**src/rtl/pipe_hazard_ctrl_pkg.sv**
```systemverilog
// Shared pipeline control types: flush codes, fetch/data handshake states and the
// per-stage stall vector used by the hazard sequencer.
package pipes;

    typedef enum logic {
        RESET_CONTINUE = 1'b0,
        RESET_RESET    = 1'b1
    } reset_t;

    typedef enum logic [1:0] {
        F_IDLE,
        F_REQ,
        F_KILL
    } fetch_state_t;

    typedef enum logic {
        D_IDLE,
        D_WAIT
    } dmem_state_t;

    typedef struct packed {
        logic F;
        logic D;
        logic E;
        logic M;
    } stall_vec_t;

    function automatic logic any_stall(input stall_vec_t s);
        return |s;
    endfunction

endpackage

```
**src/rtl/pipe_hazard_ctrl_fetch.sv**
```systemverilog
// Instruction-fetch handshake FSM: keeps one request on the bus and drops the
// response that belongs to a path squashed by a redirect.
module fetch_handshake_fsm
    import pipes::*;
(
    input  logic         clk,
    input  logic         reset,
    input  logic         iresp_data_ok,
    input  logic         redirect,
    input  logic         stall_F,
    output logic         ireq_valid,
    output logic         Iwait,
    output logic         discard_iresp,
    output fetch_state_t state
);

    fetch_state_t state_nxt;

    always_ff @(posedge clk or negedge reset) begin
        if (!reset) state <= F_IDLE;
        else        state <= state_nxt;
    end

    // Outputs never look at stall_F, which itself depends on Iwait.
    always_comb begin
        ireq_valid    = 1'b0;
        Iwait         = 1'b0;
        discard_iresp = 1'b0;
        case (state)
            F_REQ: begin
                ireq_valid    = 1'b1;
                Iwait         = !iresp_data_ok;
                discard_iresp = iresp_data_ok && redirect;
            end
            F_KILL: begin
                ireq_valid    = 1'b1;
                Iwait         = 1'b1;
                discard_iresp = iresp_data_ok;
            end
            default: ;
        endcase
    end

    always_comb begin
        state_nxt = state;
        case (state)
            F_IDLE: if (!stall_F) state_nxt = F_REQ;
            F_REQ: begin
                if (iresp_data_ok) begin
                    if (!redirect && stall_F) state_nxt = F_IDLE;
                end else if (redirect) begin
                    state_nxt = F_KILL;
                end
            end
            F_KILL: if (iresp_data_ok) state_nxt = F_REQ;
            default: state_nxt = F_IDLE;
        endcase
    end

endmodule

```
**src/rtl/pipe_hazard_ctrl.sv**
```systemverilog
// Central stall/flush sequencer: merges memory waits, multicycle EXE, load-use and
// redirects into per-stage stalls and IF/ID, ID/EX flush codes.
module pipe_hazard_ctrl
    import pipes::*;
#(
    parameter int STALL_CNT_W = 32
) (
    input  logic                   clk,
    input  logic                   reset,
    input  logic                   iresp_data_ok,
    input  logic                   dreq_valid,
    input  logic                   dresp_data_ok,
    input  logic                   exe_busy,
    input  logic                   load_use,
    input  logic                   redirect,
    output logic                   ireq_valid,
    output logic                   Iwait,
    output logic                   Dwait,
    output logic                   discard_iresp,
    output logic                   stall_F,
    output logic                   stall_D,
    output logic                   stall_E,
    output logic                   stall_M,
    output reset_t                 reset_IF_ID,
    output reset_t                 reset_ID_EX,
    output logic [STALL_CNT_W-1:0] stall_cycles
);

    dmem_state_t  d_state, d_state_nxt;
    fetch_state_t f_state;
    stall_vec_t   stall;
    logic         dwait_raw;

    fetch_handshake_fsm u_fetch (
        .clk           (clk),
        .reset         (reset),
        .iresp_data_ok (iresp_data_ok),
        .redirect      (redirect),
        .stall_F       (stall_F),
        .ireq_valid    (ireq_valid),
        .Iwait         (Iwait),
        .discard_iresp (discard_iresp),
        .state         (f_state)
    );

    always_ff @(posedge clk or negedge reset) begin
        if (!reset) d_state <= D_IDLE;
        else        d_state <= d_state_nxt;
    end

    always_comb begin
        d_state_nxt = d_state;
        dwait_raw   = 1'b0;
        case (d_state)
            D_IDLE: begin
                if (dreq_valid && !dresp_data_ok) begin
                    dwait_raw   = 1'b1;
                    d_state_nxt = D_WAIT;
                end
            end
            D_WAIT: begin
                dwait_raw = !dresp_data_ok;
                if (dresp_data_ok) d_state_nxt = D_IDLE;
            end
            default: d_state_nxt = D_IDLE;
        endcase
    end

    // A request raised while reset is low must not show up as a wait.
    assign Dwait = reset && dwait_raw;

    // Redirect squashes the younger instructions, so it outranks load-use and Iwait.
    always_comb begin
        stall       = '0;
        reset_IF_ID = RESET_CONTINUE;
        reset_ID_EX = RESET_CONTINUE;
        if (!reset) begin
            reset_IF_ID = RESET_RESET;
            reset_ID_EX = RESET_RESET;
        end else if (Dwait) begin
            stall = stall_vec_t'(4'b1111);
        end else if (exe_busy) begin
            stall.F = 1'b1;
            stall.D = 1'b1;
            stall.E = 1'b1;
        end else if (redirect) begin
            reset_IF_ID = RESET_RESET;
            reset_ID_EX = RESET_RESET;
        end else if (load_use) begin
            stall.F     = 1'b1;
            stall.D     = 1'b1;
            reset_ID_EX = RESET_RESET;
        end else if (Iwait) begin
            stall.F     = 1'b1;
            reset_IF_ID = RESET_RESET;
        end
    end

    assign stall_F = stall.F;
    assign stall_D = stall.D;
    assign stall_E = stall.E;
    assign stall_M = stall.M;

    always_ff @(posedge clk or negedge reset) begin
        if (!reset) begin
            stall_cycles <= '0;
        end else if (any_stall(stall) && !(&stall_cycles)) begin
            stall_cycles <= stall_cycles + STALL_CNT_W'(1);
        end
    end

endmodule

```
**config.mk**
```make
export PLATFORM = sky130hd
export DESIGN_NAME = pipe_hazard_ctrl
export DESIGN_NICKNAME = d
export VERILOG_FILES = /design/src/rtl/pipe_hazard_ctrl_pkg.sv /design/src/rtl/pipe_hazard_ctrl_fetch.sv /design/src/rtl/pipe_hazard_ctrl.sv
export SDC_FILE = /design/constraint.sdc
export NUM_CORES = 1
export LEC_CHECK = 0
export BUFFER_PORTS_ARGS = -buffer_cell sky130_fd_sc_hd__buf_2
export CORE_MARGIN = 1
export CORE_UTILIZATION = 56
export DETAILED_ROUTE_END_ITERATION = 16
export GPL_ROUTABILITY_DRIVEN = 0
export PLACE_DENSITY = 0.9
export SLEW_MARGIN = 20
export SYNTH_ARGS = -nofsm -noshare
export SYNTH_HDL_FRONTEND = slang
export SYNTH_HIERARCHICAL = 1
export SYNTH_SLANG_ARGS = --single-unit
```
**constraint.sdc**
```tcl
create_clock -name clk -period 3.3 [get_ports clk]
set_input_delay 0.66 -clock clk [delete_from_list [all_inputs] [get_ports clk]]
set_output_delay 0.66 -clock clk [all_outputs]
set_load 0.01 [all_outputs]
```
==> After elaboration in Yosys (flattened, before gate mapping) <==
Cells that the tools add are included.
{ "classes": {"mux": 31, "n_eq_ne": 6, "n_reduce_logical": 14, "bitwise": 1, "addsub": 1} }
{ "ops": {"columns": ["operator", "count"], "rows": [
  ["32-bit by 1-bit adder with 32-bit output (second input constant)", 1],
  ["32-bit AND reduction", 1],
  ["1-bit 2-to-1 mux", 17],
  ["2-bit 2-to-1 mux", 7],
  ["1-bit case mux with 2 select lines", 4],
  ["2-bit case mux with 3 select lines", 1],
  ["1-bit logical AND", 5],
  ["1-bit logical NOT", 4],
  ["4-bit 2-to-1 mux", 1],
  ["2-bit inequality test (second input constant)", 2],
  ["4-bit AND reduction", 1],
  ["4-bit OR reduction", 1],
  ["3-bit 2-to-1 mux", 1],
  ["3-bit by 2-bit inequality test with 1-bit output (second input constant)", 1],
  ["3-bit inequality test (second input constant)", 1],
  ["2-bit by 1-bit == test with 1-bit output (second input constant)", 1],
  ["2-bit == test (second input constant)", 1],
  ["2-bit logical NOT", 1],
  ["2-bit OR reduction", 1],
  ["1-bit NOT", 1]
]} }
{ "totals": {"output_inout_bits": 42, "wordCells": 56, "regBits": 35, "inputBits": 8} }

==> Logic depth before layout (Yosys ltp) <==
Gate-level depths: netlist of run 1.
{ "depth": {"depth_word": 12, "ltp_mapped": 10, "ltp_nobuf": 10} }

==> Modules after synthesis <==
The synthesis of run 1 kept the hierarchy.
{ "by_module_without_submodules": {"columns": ["mod", "seq_area_each_um2", "n_inst", "area_each_um2", "cells_per_inst"], "rows": [
  ["pipe_hazard_ctrl", 825.8, 1, 1695.4, 161],
  ["fetch_handshake_fsm", 50.0, 1, 212.7, 22]
]} }

==> Least setup slack after synthesis of run 1 <==
Ideal clock, no wire load.
{ "synth_timing": {"kind": "reg-to-reg", "from": "register u_fetch.state[0]", "to": "register u_fetch.state[1]", "setup_time_ps": 125, "stages_incl_launch_ff": 10, "arrival_ps": 2281, "period_less_slack_ps": 2406, "path_buffers": 0, "setup_slack_ps": 894, "t_required_ps": 3175, "path_cell_list": "dfrtp_1 inv_1 ha_1 o21a_1 o21ba_2 o31a_1 nand2_1 mux2_2 a221o_1 mux2i_1"} }
{ "synth_via": {"elab_chain_cells": 11, "elab_cells_between_ends": 17, "cone_classes": "6 x eq/ne; 8 x mux; 3 x reduce/logical"} }
{ "synth_lines": {"columns": ["item", "line_no", "rtl"], "rows": [
  ["from (decl)", "pipe_hazard_ctrl_fetch.sv:14", "output fetch_state_t state"],
  ["from (signal assigned)", "pipe_hazard_ctrl_fetch.sv:21", "else state <= state_nxt;"],
  ["2-bit == test or 2-bit by 1-bit == test with 1-bit output (tied branches)", "pipe_hazard_ctrl_fetch.sv:29", "case (state)"],
  ["1-bit case mux with 2 select lines *", "pipe_hazard_ctrl_fetch.sv:29", null],
  ["named net Iwait", "pipe_hazard_ctrl.sv:17", "output logic Iwait,"],
  ["1-bit 2-to-1 mux *", "pipe_hazard_ctrl.sv:93", "end else if (Iwait) begin"],
  ["1-bit 2-to-1 mux *", "pipe_hazard_ctrl.sv:89", "end else if (load_use) begin"],
  ["2-bit 2-to-1 mux *", "pipe_hazard_ctrl.sv:86", "end else if (redirect) begin"],
  ["2-bit 2-to-1 mux *", "pipe_hazard_ctrl.sv:82", "end else if (exe_busy) begin"],
  ["3-bit 2-to-1 mux *", "pipe_hazard_ctrl.sv:80", "end else if (Dwait) begin"],
  ["4-bit 2-to-1 mux *", "pipe_hazard_ctrl.sv:77", "if (!reset) begin"],
  ["named net stall_F", "pipe_hazard_ctrl.sv:20", "output logic stall_F,"],
  ["1-bit logical AND", "pipe_hazard_ctrl_fetch.sv:50", "if (!redirect && stall_F) state_nxt = F_IDLE;"],
  ["3-bit by 2-bit inequality test with 1-bit output (no source line)", null, null],
  ["4-bit AND reduction (no source line) *", null, null]
]} }
Mark *: on every way through the listed nets, which the timed path passes. The rest lies on a longest branch.
A chain may end at the register's enable or synchronous reset.

==> Worst setup path after layout of run 1 <==
{ "layout_timing": {"from": "register u_fetch.state[1]", "to": "output port stall_F"} }
{ "layout_via": {"elab_chain_cells": 8, "elab_cells_between_ends": 9, "cone_classes": "2 x eq/ne; 7 x mux"} }
{ "layout_lines": {"columns": ["item", "line_no"], "rows": [
  ["2-bit == test or 2-bit by 1-bit == test with 1-bit output (tied branches)", "pipe_hazard_ctrl_fetch.sv:29"],
  ["1-bit case mux with 2 select lines *", "pipe_hazard_ctrl_fetch.sv:29"],
  ["1-bit 2-to-1 mux *", "pipe_hazard_ctrl.sv:93"],
  ["1-bit 2-to-1 mux *", "pipe_hazard_ctrl.sv:89"],
  ["2-bit 2-to-1 mux *", "pipe_hazard_ctrl.sv:86"],
  ["2-bit 2-to-1 mux *", "pipe_hazard_ctrl.sv:82"],
  ["3-bit 2-to-1 mux *", "pipe_hazard_ctrl.sv:80"],
  ["4-bit 2-to-1 mux *", "pipe_hazard_ctrl.sv:77"],
  ["to (decl)", "pipe_hazard_ctrl.sv:20"]
]} }
Every way passes the cells marked *; elsewhere a longest branch is shown, timed or not.

==> results of run 1 <==
[power breakdown]
part	internal, mW	switching (mW)	total [mW]	leakage, nW
sequential	0.481	0.0691	0.550	0.474
combinational	0.164	0.194	0.357	0.656
clock	0.0987	0.136	0.235	0.0341
total	0.744	0.399	1.14	1.16
[area by class of cell]
| type | instances | area [um2] |
|---|---|---|
| fill | 251 | 881 |
| clock inverter | 1 | 5.00 |
| timing repair buffer | 50 | 253 |
| tap | 44 | 55.1 |
| clock buffer | 6 | 51.3 |
| inverter | 4 | 15.0 |
| multi-input combinational | 144 | 1020 |
| sequential | 35 | 876 |
[routing by layer]
layer	up-vias	global-route usage (%)	share of wire, %
met5	-	0	0
met1	729	31.1	45
li1	769	-	-
met2	50	40.2	49
met3	7	5.12	5.2
met4	0	10.6	1.4
[how the worst min path moves through the flow]
stage | endpoint | cells past startpoint
after global routing | stall_cycles[1] | 1
after global placement | stall_cycles[27] | 1
final | stall_cycles[0] | 1
after CTS | stall_cycles[0] | 1
after detailed placement | stall_cycles[26] | 1
after floorplan | d_state | 0
[cell usage in the layout, fill, tap and decap left out, types with 2 or more instances in the layout]
cell type | netlist | routed
buf_2 | 0 | 49
dfrtp_1 | 35 | 35
xnor2_1 | 20 | 20
nand2_1 | 18 | 18
nand3_1 | 15 | 15
nor2_1 | 14 | 14
and3_1 | 11 | 11
nand4_1 | 9 | 9
xor2_1 | 9 | 9
ha_1 | 6 | 6
clkbuf_4 | 0 | 5
inv_1 | 4 | 4
nand2b_1 | 3 | 3
and2_1 | 3 | 3
o21ba_2 | 2 | 2
o21ai_0 | 2 | 2
and4_1 | 2 | 2
nor4_1 | 2 | 2
nor2b_1 | 2 | 2
mux2_2 | 2 | 2
nor3_1 | 2 | 2
o21a_1 | 2 | 2
mux2i_1 | 2 | 2
[critical path: stages, from the launching register on]
cell and delay [ns]:
dfrtp_1 0.39, inv_1 0.10, ha_1 0.18, nor2b_1 0.14, o21a_1 0.19, o21ba_2 0.21
o31a_1 0.35, buf_2 0.19
[cells by family after synthesis]
| family | share of synthesized area, % |
|---|---|
| flops | 45.9 |
| xor+xnor | 13.3 |
| mux | 2.82 |
| fa+ha+maj | 3.93 |
| simple gates | 26.0 |
| compound gates | 7.21 |
| buf+inv | 0.787 |
[per-stage QoR]
stage | cell area [um2] | power (mW) | utilization [%]
4_1_cts | 2270 | 1.15 | 72.1
2_1_floorplan | 1910 | 0.780 | -
5_1_grt | 2270 | 1.22 | 72.1
3_5_place_dp | 2220 | 0.917 | 70.3
6_report | 2270 | 1.14 | 72.1
3_3_place_gp | 2220 | 0.902 | 70.3
[sequential cells by signal, summed over array words and instances (netlist names)]
signal	flops
d_state	1
stall_cycles	32
u_fetch/state	2
==> results.py, run 1 <==
metrics = {
    "detailed_routing": {
        "drt-total-wl_um": 3970,
        "vias_per_cell": 5.48,
        "drt_iter0_drc": 62,
        "drcViolationCount": 0,
        "dr.pass1.iters": 5,
        "drt-wirelength-per-cell_um": 14.0,
        "drtAntennaViolNets": 0,
        "vias": 1555,
    },
    "timing": {
        "finalWorstSetupSlack_ns": 0.560,
        "timing.fmax_mhz": 365,
        "finalSetupTns_ns": 0,
        "tightest_slew_ns": 0.682,
        "finalCriticalPeriod_ns": 2.74,
        "rsz0062_at_grt": "false",
        "setup_viol": 0,
        "slew_viol_final": 0,
        "finalCritPeriodShare_pct": 83.0,
        "hold_viol_final": 0,
        "fin_hold_ws_ns": 0.224,
        "slew_headroom_pct": 54.0,
        "finalClockSkew_ns": 0.0178,
    },
    "synth": {
        "ys_seq_elements": 35,
        "yosysSeqAreaShare_pct": 45.9,
        "synth_area_um2": 1910,
        "syn_area_per_cell_um2": 10.4,
        "yosysMostFrequentCell": "dfrtp_1",
        "netlist.area_leader.share_pct": 45.9,
        "netlist-cell-type-count": 39,
        "postSynthCellCount": 183,
        "synth_edf_count": 0,
        "async_flop_share_pct": 100,
        "synth_common_cells": "35 x dfrtp_1, 20 x xnor2_1, 18 x nand2_1",
        "synth_top_flop_cell": "dfrtp_1",
        "yosysTopAreaCell": "dfrtp_1",
        "synthesis.nets": 197,
        "yosys_warnings": 6,
        "synthTopCellsByArea": "dfrtp_1 46%, xnor2_1 9.2%, xor2_1 4.1%",
    },
    "global_route": {
        "grt_usage_pct": 24.4,
        "grt_pass1_vias": 1405,
        "grt_pass1_wl_um": 6430,
        "grt_max_degree": 24,
        "overflow": 0,
        "grt_antenna_before_repair": 0,
    },
    "hold_path": {
        "hold_path.class": "in -> async",
    },
    "critical_path": {
        "r2r_end": "u_fetch/state[0]",
        "r2r_setup_slack_ns": 0.85,
        "start_kind": "flip-flop",
        "arrival_ns": 2.08,
        "reg2reg_depth": 10,
        "endpoint": "stall_F",
        "end_kind": "output port",
        "startpoint": "u_fetch/state[1]",
        "r2r-start": "u_fetch/state[1]",
        "required_ns": 2.64,
        "crit_type": "reg -> out",
        "cp_max_fo": 9,
    },
    "cells_and_area": {
        "diodes": 0,
        "area_growth_pct": 19.1,
        "nets": 254,
        "layout.cells.non_filler": 284,
        "drive_gt1_share_pct": 27.9,
    },
    "floorplanning": {
        "rows": 20,
        "dieArea_um2": 3640,
        "core_area_um2": 3150,
        "boundaryPins": 50,
        "dieWidth_um": 60.4,
        "die_y_um": 60.4,
        "start_util_pct": 60.5,
    },
    "clock_tree": {
        "path_clk_slew_ns": 0.11,
        "insertion_delay_ns": 0.34,
        "cts_num_sinks": 35,
        "cts_resized": 0,
        "cts_buffer_depth": 2,
        "ctsHtreeMaxLevel": 2,
        "tritoncts": "done",
        "cts_hold_buf": 0,
        "numCtsBuffers": 5,
        "post-cts-setup-buffers": 0,
        "cts-root-buf": "clkbuf_4",
    },
    "run_status": {
        "outcome": "finished clean",
    },
    "place": {
        "io_buffers": 49,
        "numPlacedInstances": 277,
        "post-place-ws_ns": 0.750,
        "dp_hpwl_um": 2970,
    },
    "power_and_ir_drop": {
        "p_leak_nw": 1.16,
        "irDropWorstVdd_mv": 0.230,
        "p_per_area_nw_per_um2": 503,
    },
    "run": {
        "max_cap_violations": 0,
    },
}
Note: power is estimated with default switching activity, not from simulation.
==> inputs of run 2 (changes only) <==
--- a/config.mk
+++ b/config.mk
@@ -7,10 +7,10 @@
 export LEC_CHECK = 0
 export BUFFER_PORTS_ARGS = -buffer_cell sky130_fd_sc_hd__buf_2
 export CORE_MARGIN = 1
-export CORE_UTILIZATION = 56
+export CORE_UTILIZATION = 52
 export DETAILED_ROUTE_END_ITERATION = 16
 export GPL_ROUTABILITY_DRIVEN = 0
-export PLACE_DENSITY = 0.9
+export PLACE_DENSITY = 0.85
 export SLEW_MARGIN = 20
 export SYNTH_ARGS = -nofsm -noshare
 export SYNTH_HDL_FRONTEND = slang
==> constraint.sdc (replaced) <==
create_clock -name clk -period 2.7 [get_ports clk]
set_input_delay 0.54 -clock clk [delete_from_list [all_inputs] [get_ports clk]]
set_output_delay 0.54 -clock clk [all_outputs]
set_load 0.01 [all_outputs]
==> run 2 against run 1 <==
  * Via count grew 1.2%
  * Routed wire length grew 0.25%
  * Worst setup slack worse by 0.39 ns
  * Clock skew decreased by 0.0018 ns
  * Sequential share of layout area fell by 1.1 points
  * Critical path type unchanged
  * Largest power group unchanged
  * Highest routed layer unchanged
==> results.py, run 2 (synthesized netlist as in run 1, its figures left out) <==
metrics = {
    "place": {
        "io_buffers": 49,
        "dp_hpwl_um": 2940,
        "numPlacedInstances": 282,
    },
    "cells_and_area": {
        "final_util_pct": 68.4,
        "area_growth_pct": 22.5,
        "largest_register_ffs": 32,
        "top_register": "stall_cycles",
        "layout_commonest_cell": "buf_2",
        "drive_gt1_share_pct": 29.0,
        "nets": 258,
        "top_regs": "stall_cycles x32, u_fetch/state x2, d_state x1",
        "layout.cells.non_filler": 291,
        "most-common-layout-cells": "49 x buf_2, 35 x dfrtp_1, 20 x xnor2_1",
        "diodes": 0,
    },
    "clock_tree": {
        "cts-root-buf": "clkbuf_4",
        "post-cts-setup-buffers": 0,
        "cts_hold_buf": 1,
        "cts_resized": 0,
        "path_clk_slew_ns": 0.12,
        "cts_num_sinks": 35,
        "ctsHtreeMaxLevel": 2,
        "cts_buffer_depth": 2,
        "tritoncts": "done",
        "numCtsBuffers": 5,
        "insertion_delay_ns": 0.34,
    },
    "run_status": {
        "outcome": "finished clean",
    },
    "timing": {
        "setup_viol": 0,
        "hold_viol_final": 0,
        "finalSetupTns_ns": 0,
        "fin_hold_ws_ns": 0.491,
        "slew_headroom_pct": 60.2,
        "finalCritPeriodShare_pct": 93.7,
        "finalClockSkew_ns": 0.0160,
        "timing.fmax_mhz": 395,
        "rsz0062_at_grt": "false",
        "finalCriticalPeriod_ns": 2.53,
        "tightest_slew_ns": 0.596,
        "slew_viol_final": 0,
    },
    "floorplanning": {
        "start_util_pct": 55.9,
        "dieWidth_um": 62.6,
        "rows": 21,
        "dieArea_um2": 3920,
        "core_area_um2": 3420,
        "die_y_um": 62.6,
        "boundaryPins": 50,
    },
    "critical_path": {
        "arrival_ns": 1.99,
        "end_kind": "output port",
        "crit_type": "reg -> out",
        "start_kind": "flip-flop",
        "cp_max_fo": 4,
        "required_ns": 2.16,
    },
    "power_and_ir_drop": {
        "p_per_area_nw_per_um2": 647,
        "p_total_mw": 1.51,
        "irDropWorstVdd_mv": 0.394,
        "p_leak_nw": 1.20,
    },
    "global_route": {
        "grt_pass1_vias": 1455,
        "grt_usage_pct": 21.7,
        "grt_pass1_wl_um": 6730,
        "grt_max_degree": 35,
        "overflow": 0,
        "grt_antenna_before_repair": 0,
    },
    "detailed_routing": {
        "drt_iter0_drc": 45,
        "drtAntennaViolNets": 0,
        "vias": 1574,
        "vias_per_cell": 5.41,
        "drt-total-wl_um": 3980,
        "dr.pass1.iters": 4,
        "drcViolationCount": 0,
        "drt-wirelength-per-cell_um": 13.7,
    },
    "hold_path": {
        "hold_path.class": "in -> reg",
    },
    "run": {
        "max_cap_violations": 0,
    },
}
run 2: layout make-up:
type | instances | area, um2
clock buffers | 6 | 51.3
inverters | 4 | 15.0
well taps | 46 | 57.6
clock inverters | 2 | 35.0
multi-input cells | 144 | 1020
repair buffers | 54 | 285
fillers | 259 | 1080
flip-flops and latches | 35 | 876
run 2: per-stage QoR:
step / instance area [um2] / setup slack [ns]
after floorplan: 1910 / 0.294
after global placement: 2240 / 0.469
after detailed placement: 2240 / 0.392
after CTS: 2340 / 0.153
after global routing: 2340 / 0.0711
final: 2340 / 0.171
run 2: critical path, stage by stage, from the launching register on:
cell	delay (ns)
dfrtp_1	0.38
inv_1	0.09
ha_1	0.19
nor2b_1	0.14
o21a_1	0.19
o21ba_2	0.22
o31a_1	0.28
buf_2	0.16
run 2: layer usage:
layer | track usage, % | part of all wire, % | vias up
li1 | - | - | 771
met1 | 29.3 | 47 | 756
met2 | 34.2 | 47 | 42
met3 | 6.20 | 5.5 | 5
met4 | 5.52 | 0.60 | 0
met5 | 0 | 0 | -
run 2: power breakdown:
group / total (mW) / internal [mW] / switching (mW)
combinational: 0.443 / 0.206 / 0.237
sequential: 0.669 / 0.588 / 0.0804
clock: 0.401 / 0.219 / 0.182
run 2: worst paths after layout:
path                                   from          endpoint  slack, ns  cells past startpoint
setup reg to reg           u_fetch/state[1]  stall_cycles[23]       0.38                      9
hold / removal                dresp_data_ok           d_state       0.49                      2
min in group asynchronous             reset           d_state       0.57                      2
setup / recovery           u_fetch/state[1]           stall_F       0.17                      7
max in group asynchronous             reset  stall_cycles[24]       1.48                      3
hold reg to reg            stall_cycles[27]  stall_cycles[27]       0.50                      1
==> inputs of run 3 (changes only) <==
--- a/config.mk
+++ b/config.mk
@@ -6,7 +6,7 @@
 export NUM_CORES = 1
 export LEC_CHECK = 0
 export BUFFER_PORTS_ARGS = -buffer_cell sky130_fd_sc_hd__buf_2
-export CORE_MARGIN = 1
+export CORE_MARGIN = 5
 export CORE_UTILIZATION = 52
 export DETAILED_ROUTE_END_ITERATION = 16
 export GPL_ROUTABILITY_DRIVEN = 0
==> run 3 against run 2 <==
  * Cell count increased by 0.69%
  * Die area increased by 27%
  * Hold slack got worse by 0.40 ns
  * Clock power increased by 41%
  * Register-to-register slack got worse by 0.03 ns
  * Non-clock buffer count unchanged
  * First-iteration DRC count increased to 2.8 times the previous value
  * Clock-buffer cell count decreased by 1
  * Critical path type unchanged
==> results.py, run 3 (synthesized netlist as in run 1, its figures left out) <==
metrics = {
    "hold_path": {
        "hold_path.class": "in -> async",
    },
    "power_and_ir_drop": {
        "switching_share_pct": 31.1,
        "irDropWorstVdd_mv": 0.281,
        "p_comb_share_pct": 26.8,
        "p_leak_nw": 1.21,
        "switching_power_uw": 526,
        "power.internal_mw": 1.16,
        "p_per_area_nw_per_um2": 708,
        "p_total_mw": 1.69,
        "pwr-share-seq_pct": 39.7,
        "clockPowerShare_pct": 33.5,
    },
    "timing": {
        "hold_viol_final": 0,
        "fin_hold_ws_ns": 0.0931,
        "slew_headroom_pct": 59.8,
        "timing.fmax_mhz": 401,
        "finalCritPeriodShare_pct": 92.3,
        "finalSetupTns_ns": 0,
        "slew_viol_final": 0,
        "finalCriticalPeriod_ns": 2.49,
        "tightest_slew_ns": 0.602,
        "rsz0062_at_grt": "false",
        "finalWorstSetupSlack_ns": 0.207,
        "setup_viol": 0,
        "finalClockSkew_ns": 0.00399,
    },
    "clock_tree": {
        "numCtsBuffers": 5,
        "cts_resized": 0,
        "cts_buffer_depth": 2,
        "cts_num_sinks": 35,
        "cts_hold_buf": 0,
        "ctsHtreeMaxLevel": 2,
        "cts-root-buf": "clkbuf_8",
        "path_clk_slew_ns": 0.07,
        "post-cts-setup-buffers": 0,
        "insertion_delay_ns": 0.29,
        "tritoncts": "done",
    },
    "floorplanning": {
        "core_area_um2": 3610,
        "rows": 22,
        "die_y_um": 70.6,
        "dieArea_um2": 4980,
        "boundaryPins": 50,
        "start_util_pct": 52.9,
        "dieWidth_um": 70.6,
    },
    "critical_path": {
        "cp_num_buf_inv": 2,
        "required_ns": 2.16,
        "crit_type": "reg -> out",
        "end_kind": "output port",
        "arrival_ns": 1.95,
        "cpLargestDelayFamily": "compound AO/OA/AOI/OAI gates",
        "crit_chain": "inv_1, ha_1, nor2b_1, o21a_1, o21ba_2, o31a_1, buf_2",
        "start_kind": "flip-flop",
        "max_stage_delay_ns": 0.38,
        "cp_max_fo": 4,
        "crit_slowest_cell": "dfrtp_1",
    },
    "run": {
        "max_cap_violations": 0,
    },
    "detailed_routing": {
        "drt-total-wl_um": 4240,
        "drtAntennaViolNets": 0,
        "vias": 1595,
        "drt-wirelength-per-cell_um": 14.5,
        "drt_iter0_drc": 126,
        "vias_per_cell": 5.44,
        "drcViolationCount": 0,
        "dr.pass1.iters": 4,
    },
    "place": {
        "post-place-ws_ns": 0.387,
        "place_area_um2": 2250,
        "dp_hpwl_um": 3180,
        "io_buffers": 49,
    },
    "global_route": {
        "grt_pass1_wl_um": 7090,
        "grt_pass1_vias": 1547,
        "overflow": 0,
        "grt_usage_pct": 17.8,
        "grt_antenna_before_repair": 0,
        "grt_max_degree": 34,
    },
    "cells_and_area": {
        "top_regs": "stall_cycles x32, u_fetch/state x2, d_state x1",
        "largest_register_ffs": 32,
        "area_growth_pct": 25.1,
        "nets": 258,
        "top_register": "stall_cycles",
        "most-common-layout-cells": "49 x buf_2, 35 x dfrtp_1, 20 x xnor2_1",
        "diodes": 0,
        "layout_commonest_cell": "buf_2",
        "final_area_um2": 2390,
        "drive_gt1_share_pct": 29.4,
    },
    "run_status": {
        "outcome": "finished clean",
    },
}
[run 3: power groups by stage]
stage	Sequential [mW]	Clock (mW)	Combinational, mW
CTS	0.671	0.574	0.456
finish	0.671	0.565	0.453
floorplan	0.686	0	0.267
detailed placement	0.681	0	0.447
global placement	0.675	0	0.443
global route	0.683	0.593	0.497
[run 3: per-stage QoR]
| step | util [%] | instances |
|---|---|---|
| 2_1_floorplan | - | 183 |
| 3_3_place_gp | 62.4 | 285 |
| 3_5_place_dp | 62.4 | 285 |
| 4_1_cts | 66.2 | 293 |
| 5_1_grt | 66.2 | 293 |
| 6_report | 66.2 | 293 |
[run 3: final cells by class]
| cell class | count | area, um2 |
|---|---|---|
| Fill cell | 284 | 1220 |
| Sequential cell | 35 | 876 |
| Inverter | 4 | 15.0 |
| Multi-Input combinational cell | 144 | 1020 |
| Clock buffer | 5 | 68.8 |
| Clock inverter | 3 | 67.6 |
| Tap cell | 48 | 60.1 |
| Timing Repair Buffer | 54 | 283 |
[run 3: worst paths after layout]
| kind | from | to | slack (ns) | cells after the start |
|---|---|---|---|---|
| worst max-delay path | u_fetch/state[1] | stall_F | 0.21 | 7 |
| worst min-delay path | reset | stall_cycles[0] | 0.09 | 1 |
| min in group clk | stall_cycles[27] | stall_cycles[27] | 0.49 | 1 |
| worst min register to register | stall_cycles[27] | stall_cycles[27] | 0.49 | 1 |
| max in group asynchronous | reset | stall_cycles[13] | 1.97 | 2 |
| worst max register to register | u_fetch/state[1] | u_fetch/state[0] | 0.35 | 10 |
[run 3: worst register-to-register path: stages, from the launching register on]
cell and delay (ns):
dfrtp_1 0.40, inv_1 0.12, ha_1 0.16, nor2b_1 0.17
o21a_1 0.17, o21ba_2 0.16, o31a_1 0.20, nand2_1 0.08
mux2_2 0.26, a221o_1 0.36, mux2i_1 0.13
[run 3: layer usage]
metal | GRT usage (%) | share of wire (%)
met5 | 0 | 0
met4 | 8.77 | 1.2
met3 | 2.98 | 5.2
met2 | 28.9 | 48
met1 | 23.2 | 46
